### config.mk
export PLATFORM = sky130hd
export DESIGN_NAME = pc_sequencer
export DESIGN_NICKNAME = d
export VERILOG_FILES = /design/src/rtl/proc_pkg.sv /design/src/rtl/pc_next.sv /design/src/rtl/pc_sequencer.sv
export SDC_FILE = /design/constraint.sdc
export NUM_CORES = 1
export LEC_CHECK = 0
export BUFFER_PORTS_ARGS = -buffer_cell sky130_fd_sc_hd__buf_2
export CORE_MARGIN = 2
export CORE_UTILIZATION = 45
export DETAILED_ROUTE_END_ITERATION = 10
export PLACE_DENSITY = 0.7
export SLEW_MARGIN = 10
export SYNTH_ARGS = -nofsm -noshare
export SYNTH_HDL_FRONTEND = slang
export SYNTH_SLANG_ARGS = --single-unit
### constraint.sdc
create_clock -name clk -period 3.4 [get_ports clk]
set_input_delay 0.68 -clock clk [delete_from_list [all_inputs] [get_ports clk]]
set_output_delay 0.68 -clock clk [all_outputs]
set_load 0.03 [all_outputs]
### src/rtl/proc_pkg.sv
// Shared definitions for the PC sequencer slice: FSM state codes,
// next-PC select codes and trap cause codes.
package proc_pkg;

   typedef logic [1:0] state_t;

   localparam state_t S_FETCH  = 2'd0;
   localparam state_t S_EXEC   = 2'd1;
   localparam state_t S_WRITE  = 2'd2;
   localparam state_t S_HALTED = 2'd3;

   localparam logic [1:0] SEL_INC = 2'b00;
   localparam logic [1:0] SEL_REL = 2'b01;
   localparam logic [1:0] SEL_REG = 2'b10;
   localparam logic [1:0] SEL_ABS = 2'b11;

   localparam logic [1:0] CAUSE_NONE     = 2'd0;
   localparam logic [1:0] CAUSE_ILLEGAL  = 2'd1;
   localparam logic [1:0] CAUSE_MISALIGN = 2'd2;

endpackage

### src/rtl/pc_next.sv
// Combinational next-PC selection and misalignment detection.
// Ports: pc_i, sel_i, target_i, rs1_i in; next_pc_o, misaligned_o out.
module pc_next
   import proc_pkg::*;
#(
   parameter int XLEN = 32
) (
   input  logic [XLEN-1:0] pc_i,
   input  logic [1:0]      sel_i,
   input  logic [XLEN-1:0] target_i,
   input  logic [XLEN-1:0] rs1_i,
   output logic [XLEN-1:0] next_pc_o,
   output logic            misaligned_o
);

   localparam logic [XLEN-1:0] FOUR = XLEN'(4);

   always_comb begin
      next_pc_o = pc_i + FOUR;
      unique case (sel_i)
         SEL_INC: next_pc_o = pc_i + FOUR;
         SEL_REL: next_pc_o = pc_i + target_i;
         SEL_REG: next_pc_o = rs1_i;
         SEL_ABS: next_pc_o = target_i;
         default: next_pc_o = pc_i + FOUR;
      endcase
   end

   assign misaligned_o = |next_pc_o[1:0];

endmodule

### src/rtl/pc_sequencer.sv
// Multi-cycle fetch/exec/write PC sequencer with trap and debug halt/step.
// Ports: clk, reset_i; mem_* bus; decoder controls in; pc/instr/trap/instret out.
module pc_sequencer
   import proc_pkg::*;
#(
   parameter int              XLEN         = 32,
   parameter logic [XLEN-1:0] RESET_VECTOR = 32'h0000_0000,
   parameter logic [XLEN-1:0] TRAP_VECTOR  = 32'h0000_0100
) (
   input  logic            clk,
   input  logic            reset_i,
   output logic            mem_req_o,
   output logic [XLEN-1:0] mem_addr_o,
   output logic            mem_we_o,
   input  logic            mem_ready_i,
   input  logic [XLEN-1:0] mem_rdata_i,
   input  logic [1:0]      next_pc_sel_i,
   input  logic [XLEN-1:0] target_i,
   input  logic [XLEN-1:0] rs1_i,
   input  logic            mem_access_i,
   input  logic            mem_write_i,
   input  logic            d_addr_sel_i,
   input  logic            illegal_i,
   input  logic            halt_i,
   input  logic            step_i,
   output logic [XLEN-1:0] instr_o,
   output logic [XLEN-1:0] pc_o,
   output logic            decode_en_o,
   output logic            halted_o,
   output logic            trap_o,
   output logic [1:0]      cause_o,
   output logic [XLEN-1:0] epc_o,
   output logic [XLEN-1:0] instret_o
);

   localparam logic [XLEN-1:0] ONE = XLEN'(1);

   state_t          state_q, state_d;
   logic [XLEN-1:0] pc_q, pc_d;
   logic [XLEN-1:0] instr_q, instr_d;
   logic [XLEN-1:0] instret_q, instret_d;
   logic [XLEN-1:0] epc_q, epc_d;
   logic [1:0]      cause_q, cause_d;
   logic            step_q, step_d;

   logic [XLEN-1:0] next_pc;
   logic            misaligned;

   pc_next #(
      .XLEN (XLEN)
   ) u_pc_next (
      .pc_i         (pc_q),
      .sel_i        (next_pc_sel_i),
      .target_i     (target_i),
      .rs1_i        (rs1_i),
      .next_pc_o    (next_pc),
      .misaligned_o (misaligned)
   );

   always_comb begin
      state_d     = state_q;
      pc_d        = pc_q;
      instr_d     = instr_q;
      instret_d   = instret_q;
      epc_d       = epc_q;
      cause_d     = cause_q;
      step_d      = step_q;
      mem_req_o   = 1'b0;
      mem_we_o    = 1'b0;
      mem_addr_o  = pc_q;
      decode_en_o = 1'b0;
      trap_o      = 1'b0;

      unique case (state_q)
         S_FETCH: begin
            mem_req_o = 1'b1;
            if (mem_ready_i) begin
               instr_d = mem_rdata_i;
               state_d = S_EXEC;
            end
         end

         S_EXEC: begin
            if (illegal_i) begin
               // Illegal traps at once; the data access is never issued.
               trap_o  = 1'b1;
               epc_d   = pc_q;
               cause_d = CAUSE_ILLEGAL;
               pc_d    = TRAP_VECTOR;
               state_d = S_WRITE;
            end else begin
               decode_en_o = 1'b1;
               if (mem_access_i) begin
                  mem_req_o  = 1'b1;
                  mem_we_o   = mem_write_i;
                  mem_addr_o = d_addr_sel_i ? rs1_i : target_i;
               end
               if (!mem_access_i || mem_ready_i) begin
                  state_d = S_WRITE;
                  if (misaligned) begin
                     trap_o      = 1'b1;
                     decode_en_o = 1'b0;
                     epc_d       = pc_q;
                     cause_d     = CAUSE_MISALIGN;
                     pc_d        = TRAP_VECTOR;
                  end else begin
                     pc_d      = next_pc;
                     instret_d = instret_q + ONE;
                  end
               end
            end
         end

         S_WRITE: begin
            if (halt_i || step_q) begin
               state_d = S_HALTED;
               step_d  = 1'b0;
            end else begin
               state_d = S_FETCH;
            end
         end

         S_HALTED: begin
            if (step_i) begin
               step_d  = 1'b1;
               state_d = S_FETCH;
            end else if (!halt_i) begin
               state_d = S_FETCH;
            end
         end

         default: state_d = S_FETCH;
      endcase
   end

   always_ff @(posedge clk) begin
      if (reset_i) begin
         state_q   <= S_FETCH;
         pc_q      <= RESET_VECTOR;
         instr_q   <= '0;
         instret_q <= '0;
         epc_q     <= '0;
         cause_q   <= CAUSE_NONE;
         step_q    <= 1'b0;
      end else begin
         state_q   <= state_d;
         pc_q      <= pc_d;
         instr_q   <= instr_d;
         instret_q <= instret_d;
         epc_q     <= epc_d;
         cause_q   <= cause_d;
         step_q    <= step_d;
      end
   end

   assign pc_o      = pc_q;
   assign instr_o   = instr_q;
   assign instret_o = instret_q;
   assign epc_o     = epc_q;
   assign cause_o   = cause_q;
   assign halted_o  = (state_q == S_HALTED);

endmodule
Yosys cells after proc, flatten, opt, wreduce, memory -nomap -nowiden --
Index checks and enable logic that the tools add are counted.
Cells by class: $add $sub $neg 3, eq/ne operators 11, multiplexer cells 38, bitwise operators 2, reductions and logical operators 15
Operators with widths (number):
- two-way mux 32 bit | 10
- one-hot mux 32 bit (4 select lines) | 1
- adder 32 x 1 -> 32 bit, second input constant | 1
- adder 32 x 3 -> 32 bit, second input constant | 1
- adder 32 bit | 1
- two-way mux 2 bit | 9
- two-way mux 1 bit | 15
- AND reduction 3 bit | 3
- == test 2 bit, second input constant | 4
- one-hot mux 2 bit (4 select lines) | 1
- != test 2 bit, second input constant | 3
- != test 3 bit, second input constant | 2
- nonzero test 2 bit | 3
- == test 2 x 1 -> 1 bit, second input constant | 2
- zero test 2 bit | 2
- one-hot mux 1 bit (2 select lines) | 2
- AND reduction 2 bit | 2
- AND reduction 4 bit | 1
- logical OR 1 bit | 2
- inverter 1 bit | 2
- OR reduction 2 bit | 1
- zero test 1 bit | 1
Word-level totals: flip-flop bits (word level) 133, bits of input ports 107, output and inout port bits 167

Depth between registers and ports, before layout --
Gate-level depths: netlist of the first run.
word-level depth 7, depth in mapped cells 13, depth with buffers taken out 11

Modules after synthesis --
A second synthesis of the first run with hierarchy kept.
Second synthesis, totals: cell total of the unflattened synthesis 1121, area total of the unflattened synthesis 8879.8 µm²
By module, submodules not included:
- pc_sequencer | times used 1, cells an instance 713, area each 5696.7 µm², sequential area each 2662.6 µm²
- pc_next | times used 1, cells an instance 408, area each 3183.1 µm², sequential area each 0.0 µm²

Least setup slack after synthesis of the first run --
No wires, ideal clock.
path kind in2out, start in target_i[0], end out trap_o, arrival 2.621 ns, required time 2.720 ns, setup slack 0.099 ns, cell stages on the path 10, path buffers 1, cell sequence ha_1 inv_1 fa_1 nor2b_1 o22ai_1 nor2_1 a21oi_1 o21ai_1 inv_1 buf_1
Between the ends: longest elaborated chain between the ends 7
Ends and longest elaborated chain:
- start: declaration | RTL line pc_sequencer.sv:18 | input logic [XLEN-1:0] target_i,
- adder 32 bit | RTL line pc_next.sv:22 | SEL_REL: next_pc_o = pc_i + target_i;
- one-hot mux 32 bit (4 select lines) (*) | RTL line pc_next.sv:20 | unique case (sel_i)
- OR reduction 2 bit (*) | RTL line pc_next.sv:29 | assign misaligned_o = |next_pc_o[1:0];
- two-way mux 1 bit (*) | RTL line pc_sequencer.sv:100 | if (misaligned) begin
- two-way mux 1 bit (*) | RTL line pc_sequencer.sv:98 | if (!mem_access_i || mem_ready_i) begin
- two-way mux 1 bit (*) | RTL line pc_sequencer.sv:84 | if (illegal_i) begin
- two-way mux 1 bit (*) | RTL line pc_sequencer.sv:74 | unique case (state_q)
- end: declaration | RTL line pc_sequencer.sv:30 | output logic trap_o,
Mark *: on every way between the ends. The rest lies on a longest branch, timed or not.

Worst setup path in the final report of the first run --
start reg pc_q[0], in the netlist pc_o[0], end out trap_o
Between the ends: longest elaborated chain between the ends 7, elaborated cells on any way between the ends 8
Ends and longest elaborated chain:
- start: declaration | RTL line pc_sequencer.sv:39 | logic [XLEN-1:0] pc_q, pc_d;
- start signal: assignment | RTL line pc_sequencer.sv:147 | pc_q <= pc_d;
- adder 32 bit / adder 32 x 3 -> 32 bit (equally long branches) | RTL line pc_next.sv:22, pc_next.sv:21
- one-hot mux 32 bit (4 select lines) (*) | RTL line pc_next.sv:20
- OR reduction 2 bit (*) | RTL line pc_next.sv:29
- two-way mux 1 bit (*) | RTL line pc_sequencer.sv:100
- two-way mux 1 bit (*) | RTL line pc_sequencer.sv:98
- two-way mux 1 bit (*) | RTL line pc_sequencer.sv:84
- two-way mux 1 bit (*) | RTL line pc_sequencer.sv:74
Marks and branches as above.

==> results of run 1 <==
[through the flow]
stage | hold WS [ns] | utilization (%) | std cells
2_1_floorplan | 0.496 | - | 1189
3_3_place_gp | 0.439 | 55.2 | 1709
3_5_place_dp | 0.443 | 55.2 | 1709
4_1_cts | 0.452 | 58.3 | 1741
5_1_grt | 0.470 | 58.3 | 1741
6_report | 0.450 | 58.3 | 1741
[logic make-up after synthesis]
group | after synthesis | synth area share, %
AND/OR/NAND/NOR | 480 | 24.6
adder cells (fa/ha/maj) | 34 | 4.87
XOR/XNOR | 53 | 5.22
multiplexers | 49 | 6.66
AO/OA/AOI/OAI | 336 | 23.6
flip-flops | 133 | 30.0
buffers and inverters | 104 | 5.04
[repair_timing]
action,4_1_cts,5_1_grt
hold endpoints to repair,0,0
resized for setup,0,1
setup endpoints to repair,0,1
[path summary, 6_finish.rpt]
check,start,endpoint
worst max-delay path,pc_o[0],trap_o
worst min-delay path,epc_o[10],epc_o[10]
worst max register to register,pc_o[0],pc_o[22]
worst min register to register,epc_o[10],epc_o[10]
[state kept, by name, indices dropped and copies added (netlist names)]
| name | cells |
|---|---|
| cause_o | 2 |
| epc_o | 32 |
| instr_o | 32 |
| instret_o | 32 |
| pc_o | 32 |
| state_q | 2 |
| step_q | 1 |
[per-layer routing]
layer / vias to the layer above / GRT usage (%)
met1: 4551 / 39.3
met3: 59 / 4.27
met4: 0 / 9.45
met2: 443 / 43.0
met5: - / 0
li1: 4794 / -
[cell usage after synthesis, drive strengths merged, types with 6 or more instances]
master	count
nor2b	12
or2	6
nand4	18
o211ai	8
buf	15
clkbuf	64
ha	33
a211oi	12
o21a	14
xnor2	20
a22oi	6
nand3	24
o21ai	59
xor2	33
nor2	123
nand2b	9
mux4	8
a21oi	159
and3	18
dfxtp	133
mux2i	40
a31oi	8
and4	11
nand2	203
a22o	7
or3	7
inv	23
nor3	25
a21o	14
and2	9
[where the power goes]
group	leakage [µW]	switching, µW	internal [µW]
clock network	0.000284	791	1100
registers	0.00108	37.0	1610
logic	0.00389	604	313
[cell type report]
class | instances | area, µm² | area share (%)
Tap cell | 265 | 332 | 2.93
Clock buffer | 17 | 425 | 3.76
Clock inverter | 15 | 168 | 1.48
Multi-Input combinational cell | 952 | 5790 | 51.2
Sequential cell | 133 | 2660 | 23.5
Timing Repair Buffer | 335 | 1850 | 16.3
Inverter | 24 | 90.1 | 0.796
[tightest hold or removal path: stages (launching register included)]
cell                      delay (ns)
sky130_fd_sc_hd__dfxtp_1        0.31
sky130_fd_sc_hd__nand2_1        0.05
sky130_fd_sc_hd__a21oi_1        0.05
==> run metrics, run 1 <==
delay of the slowest critical-path stage around 0.46 ns; CTS buffer count 17; Synth Warn # 0; post-synthesis register bit count 133; Stages on worst setup path 10; Max Root-Sink Buffers 2; ant diodes 0; outcome finished, final reports clean; final-layout setup total negative slack 0 ns; highest metal layer with signal wires met4; library cell used as clock root buffer sky130_fd_sc_hd__clkbuf_16; most frequent cell on the critical path sky130_fd_sc_hd__inv_1; DRC violations left 0; Non-Filler Cell Area, Final ~11000 µm²; Pwr Total 4450 µW; First-pass DRT Iterations 5; maximum level of the CTS H-tree 4; post-synthesis average cell area 7.48 µm²; final worst-path setup slack 0.205 ns; register-to-register setup slack 0.36 ns; Post CTS Setup Buffer Count 0; Critical Setup Path Class reg2out; classification of the worst-slack hold path reg2reg; share of the yosys chip area belonging to registers between 20% and 30%; endpoints failing hold 0; cts-stage hold buffer count 0; largest driver fanout on the critical path 6; full die area between 20000 and 25000 µm²; transition time at the pin with the least slew margin roughly 1.1 ns; critical path launch point type flop; core region area 19400 µm²; Synth Cell Area 8890 µm²; critical path capture point type output pin; met2 wire length 13.8 mm; GRT overflow 0; cell with the largest stage delay on the worst path sky130_fd_sc_hd__fa_1; worst slew margin relative to its limit roughly 29%; first-pass GRT wire length around 46 mm; most area-hungry cell type in the Yosys netlist sky130_fd_sc_hd__dfxtp_1; half-perimeter wire length after placement between 20 and 25 mm; clock edge transition at the registers on the reported setup and hold paths 0.06 ns; RD Place Congestion 0.984; gate count after technology mapping 1189; cell area after placement 10700 µm²; M1 wire length 13.2 mm; data arrival at the endpoint of the critical path 2.52 ns; number of I/O port buffers between 200 and 300; via count 9847; fraction of synthesized cell area taken by the top area cell type 30.0%; via count of the first global-routing pass 8564; worst-skew pair later-pin latency 0.43 ns; pre-CTS WS around 0.054 ns; Crit path max-delay family adder cells; number of clock sinks about 130; initial core utilization 45.8%; FMAX 313 MHz; count of flip-flops with a built-in enable after synthesis 0; final setup skew 0.0137 ns; fraction of layout instances using a drive strength above 1 27.1%; Total Wirelength around 30 mm; post-route antenna net violation count 0; area growth from synthesis to layout 27.2%; I/O pin count 274; RSZ-0062 raised after global routing no; count of endpoints failing setup in the final report 0; count of different cell masters after synthesis a little over 80; most area-consuming cells after synthesis sky130_fd_sc_hd__dfxtp_1 30%, sky130_fd_sc_hd__a21oi_1 8.9%, sky130_fd_sc_hd__nand2_1 8.6%; number of slew-limit violations in the final report 0; Filler Cells Inserted roughly 1900; logic depth of the worst register-to-register path 11; Period Utilization, post-route 94.0%; CTS tree done; pin count of the biggest net entering global routing 74; Iter 0 DRT Violations about 730; most frequent standard cell in the layout excluding fill and tap cells sky130_fd_sc_hd__buf_2; via count normalized by instance count around 5.7; Final nets about 1600; Most used DFF post-synth sky130_fd_sc_hd__dfxtp_1; Die Span X 145 µm; global-route usage over all layers ~28%; min cycle time layout about 3.2 ns; worst hold stages 2; cells traversed along the worst timing path ha_1 > inv_1 > fa_1 > nor2b_1 > o22ai_1 > nor2_1 > a21oi_2 > o21ai_2 > inv_1 > buf_2; Met3 Wirelength between 2 and 2.5 mm; die outline height 145 µm; cell leakage power between 0.005 and 0.006 µW; DR WL/cell between 15 and 20 µm; total buffers and inverters traversed by the critical path 3; maximum ir drop on the vdd rail 0.318 mV; Pwr Density 393 nW/µm²; max-capacitance violation count 0; asr flop ratio synth 0%; Rows 51; highest-count cells in the layout ignoring fill and taps 272 x sky130_fd_sc_hd__buf_2, 203 x sky130_fd_sc_hd__nand2_1, 157 x sky130_fd_sc_hd__a21oi_1; Net Count, Synth ~1300; required time at the endpoint of the critical path 2.72 ns; number of antenna violations at the first check in global routing 0
Power figures use the tool's default switching activity.
==> inputs of run 2 (changes only) <==
- MAX_ROUTING_LAYER: default -> met4
==> run metrics, run 2 (synthesized netlist as in run 1, its figures left out) <==
First-pass DRT Iterations 5 (unchanged); final worst-path setup slack 0.182 ns (was 0.205 ns); die outline height 145 µm (unchanged); area growth from synthesis to layout 27.3% (was 27.2%); global-route usage over all layers 28.5% (was 27.8%); via count of the first global-routing pass 8456 (was 8564); number of placed instances with taps included 1706 (was 1709); met3 Resource Use GR 5.36% (was 4.27%); Total Wirelength 29.8 mm (was 30.0 mm); number of antenna violations at the first check in global routing 0 (unchanged); critical path capture point type output pin (unchanged); critical path launch point type flop (unchanged); largest driver fanout on the critical path 6 (unchanged); worst slew margin relative to its limit 30.6% (was 28.5%); final-layout setup total negative slack 0 ns (unchanged); cts-stage hold buffer count 0 (unchanged); max-capacitance violation count 0 (unchanged); min cycle time layout 3.22 ns (was 3.20 ns); logic depth of the worst register-to-register path 11 (unchanged); post-cts gate resize count 0 (unchanged); Hold WS 0.450 ns (about the same); Pwr Total 4490 µW (was 4450 µW); met2 Usage GRT 42.8% (was 43.0%); number of clock sinks 133 (unchanged); most frequent standard cell in the layout excluding fill and tap cells sky130_fd_sc_hd__buf_2 (unchanged); final setup skew 0.0147 ns (was 0.0137 ns); Post CTS Setup Buffer Count 0 (unchanged); number of I/O port buffers 273 (unchanged); pin count of the biggest net entering global routing 93 (was 74); initial core utilization 45.8% (unchanged); transition time at the pin with the least slew margin 1.04 ns (was 1.07 ns); GRT overflow 0 (unchanged); cell leakage power 0.00525 µW (about the same); maximum level of the CTS H-tree 4 (unchanged); via count normalized by instance count 5.60 (was 5.66); number of slew-limit violations in the final report 0 (unchanged); met1 usage 38.8% (was 39.3%); CTS buffer count 17 (unchanged); end point of the worst hold path instr_o[10] (was epc_o[10]); fraction of layout instances using a drive strength above 1 27.0% (was 27.1%); Pwr Density 396 nW/µm² (was 393 nW/µm²); endpoints failing hold 0 (unchanged); FMAX 311 MHz (was 313 MHz); register-to-register setup slack 0.25 ns (was 0.36 ns); core region area 19400 µm² (unchanged); Rows 51 (unchanged); I/O pin count 274 (unchanged); worst r2r dst instret_o[22] (was pc_o[22]); busiest layer in global routing met2 (unchanged); Layout Cells excl Fill 1739 (was 1741); RD Place Congestion 1.01 (was 0.984); Period Utilization, post-route 94.6% (was 94.0%); DR WL/cell 17.2 µm (was 17.3 µm); full die area 20900 µm² (unchanged); first-pass GRT wire length 45.3 mm (was 45.6 mm); via count 9734 (was 9847); Critical Setup Path Class reg2out (unchanged); outcome finished, final reports clean (unchanged); highest-count cells in the layout ignoring fill and taps 272 x sky130_fd_sc_hd__buf_2, 203 x sky130_fd_sc_hd__nand2_1, 157 x sky130_fd_sc_hd__a21oi_1 (unchanged); required time at the endpoint of the critical path 2.72 ns (about the same); clock edge transition at the registers on the reported setup and hold paths 0.06 ns (about the same); classification of the worst-slack hold path reg2reg (unchanged); data arrival at the endpoint of the critical path 2.54 ns (was 2.52 ns); CTS tree done (unchanged); HP Start instr_o[10] (was epc_o[10]); maximum ir drop on the vdd rail 0.301 mV (was 0.318 mV); pre-CTS WS -0.0158 ns (was 0.0541 ns); worst reg2reg startpoint pc_o[0] (unchanged); Max Root-Sink Buffers 2 (unchanged); worst hold stages 2 (unchanged); library cell used as clock root buffer sky130_fd_sc_hd__clkbuf_16 (unchanged); half-perimeter wire length after placement 22.2 mm (was 22.3 mm); post-route antenna net violation count 0 (unchanged); DRC violations left 0 (unchanged); Die Span X 145 µm (unchanged); RSZ-0062 raised after global routing no (unchanged); worst-skew pair later-pin latency 0.43 ns (about the same); Iter 0 DRT Violations 698 (was 734); count of endpoints failing setup in the final report 0 (unchanged); Final nets 1601 (was 1604)
## run 2: cell count changes in the layout (fill, tap and decap cells not counted), moves of 2 or more
cell | previous run | this run
sky130_fd_sc_hd__buf_4 | 62 | 58
sky130_fd_sc_hd__inv_6 | 4 | 6
sky130_fd_sc_hd__clkinv_2 | 2 | 0
sky130_fd_sc_hd__inv_8 | 2 | 4
## run 2: worst max path at each step
stage                    end  slack, ns  depth (start not counted)   startpoint
6_report              trap_o       0.18                         10      pc_o[0]
5_1_grt               trap_o       0.01                         10      pc_o[0]
4_1_cts               trap_o       0.10                         10      pc_o[0]
3_5_place_dp   instret_o[22]      -0.02                         12  target_i[0]
3_3_place_gp   instret_o[22]       0.06                         12  target_i[0]
2_1_floorplan         trap_o        0.1                         10  target_i[0]
## run 2: metrics by stage
stage / utilization [%] / instance area [µm²]
final: 58.3 / 11300
after global routing: 58.3 / 11300
after CTS: 58.3 / 11300
after detailed placement: 55.2 / 10700
after global placement: 55.2 / 10700
after floorplan: - / 8890
## run 2: layout make-up
cell class | count | area [µm²]
well taps | 265 | 332
flip-flops and latches | 133 | 2660
clock buffers | 17 | 425
clock inverters | 15 | 181
repair buffers | 332 | 1840
inverters | 24 | 90.1
multi-input cells | 952 | 5790
fillers | 1891 | 8080
diodes | 1 | 2.50
## run 2: power breakdown
| part | internal [µW] | total (µW) | switching (µW) |
|---|---|---|---|
| sequential | 1600 | 1640 | 36.2 |
| combinational | 311 | 914 | 603 |
| clock | 1110 | 1930 | 818 |
| total | 3030 | 4490 | 1460 |
## run 2: layer usage
layer  share of wire [%]  wire [µm]
met5                   0          0
met2                  45      13500
met4                 2.7        811
met3                 7.5       2230
met1                  45      13300
## run 2: critical path, cell delays in order, from the launching register on
cell and delay [ns]:
sky130_fd_sc_hd__dfxtp_1 0.42, sky130_fd_sc_hd__ha_1 0.21, sky130_fd_sc_hd__inv_1 0.06, sky130_fd_sc_hd__fa_1 0.48
sky130_fd_sc_hd__nor2b_1 0.19, sky130_fd_sc_hd__o22ai_1 0.10, sky130_fd_sc_hd__nor2_1 0.14, sky130_fd_sc_hd__a21oi_2 0.07
sky130_fd_sc_hd__o21ai_2 0.16, sky130_fd_sc_hd__inv_1 0.10, sky130_fd_sc_hd__buf_2 0.19
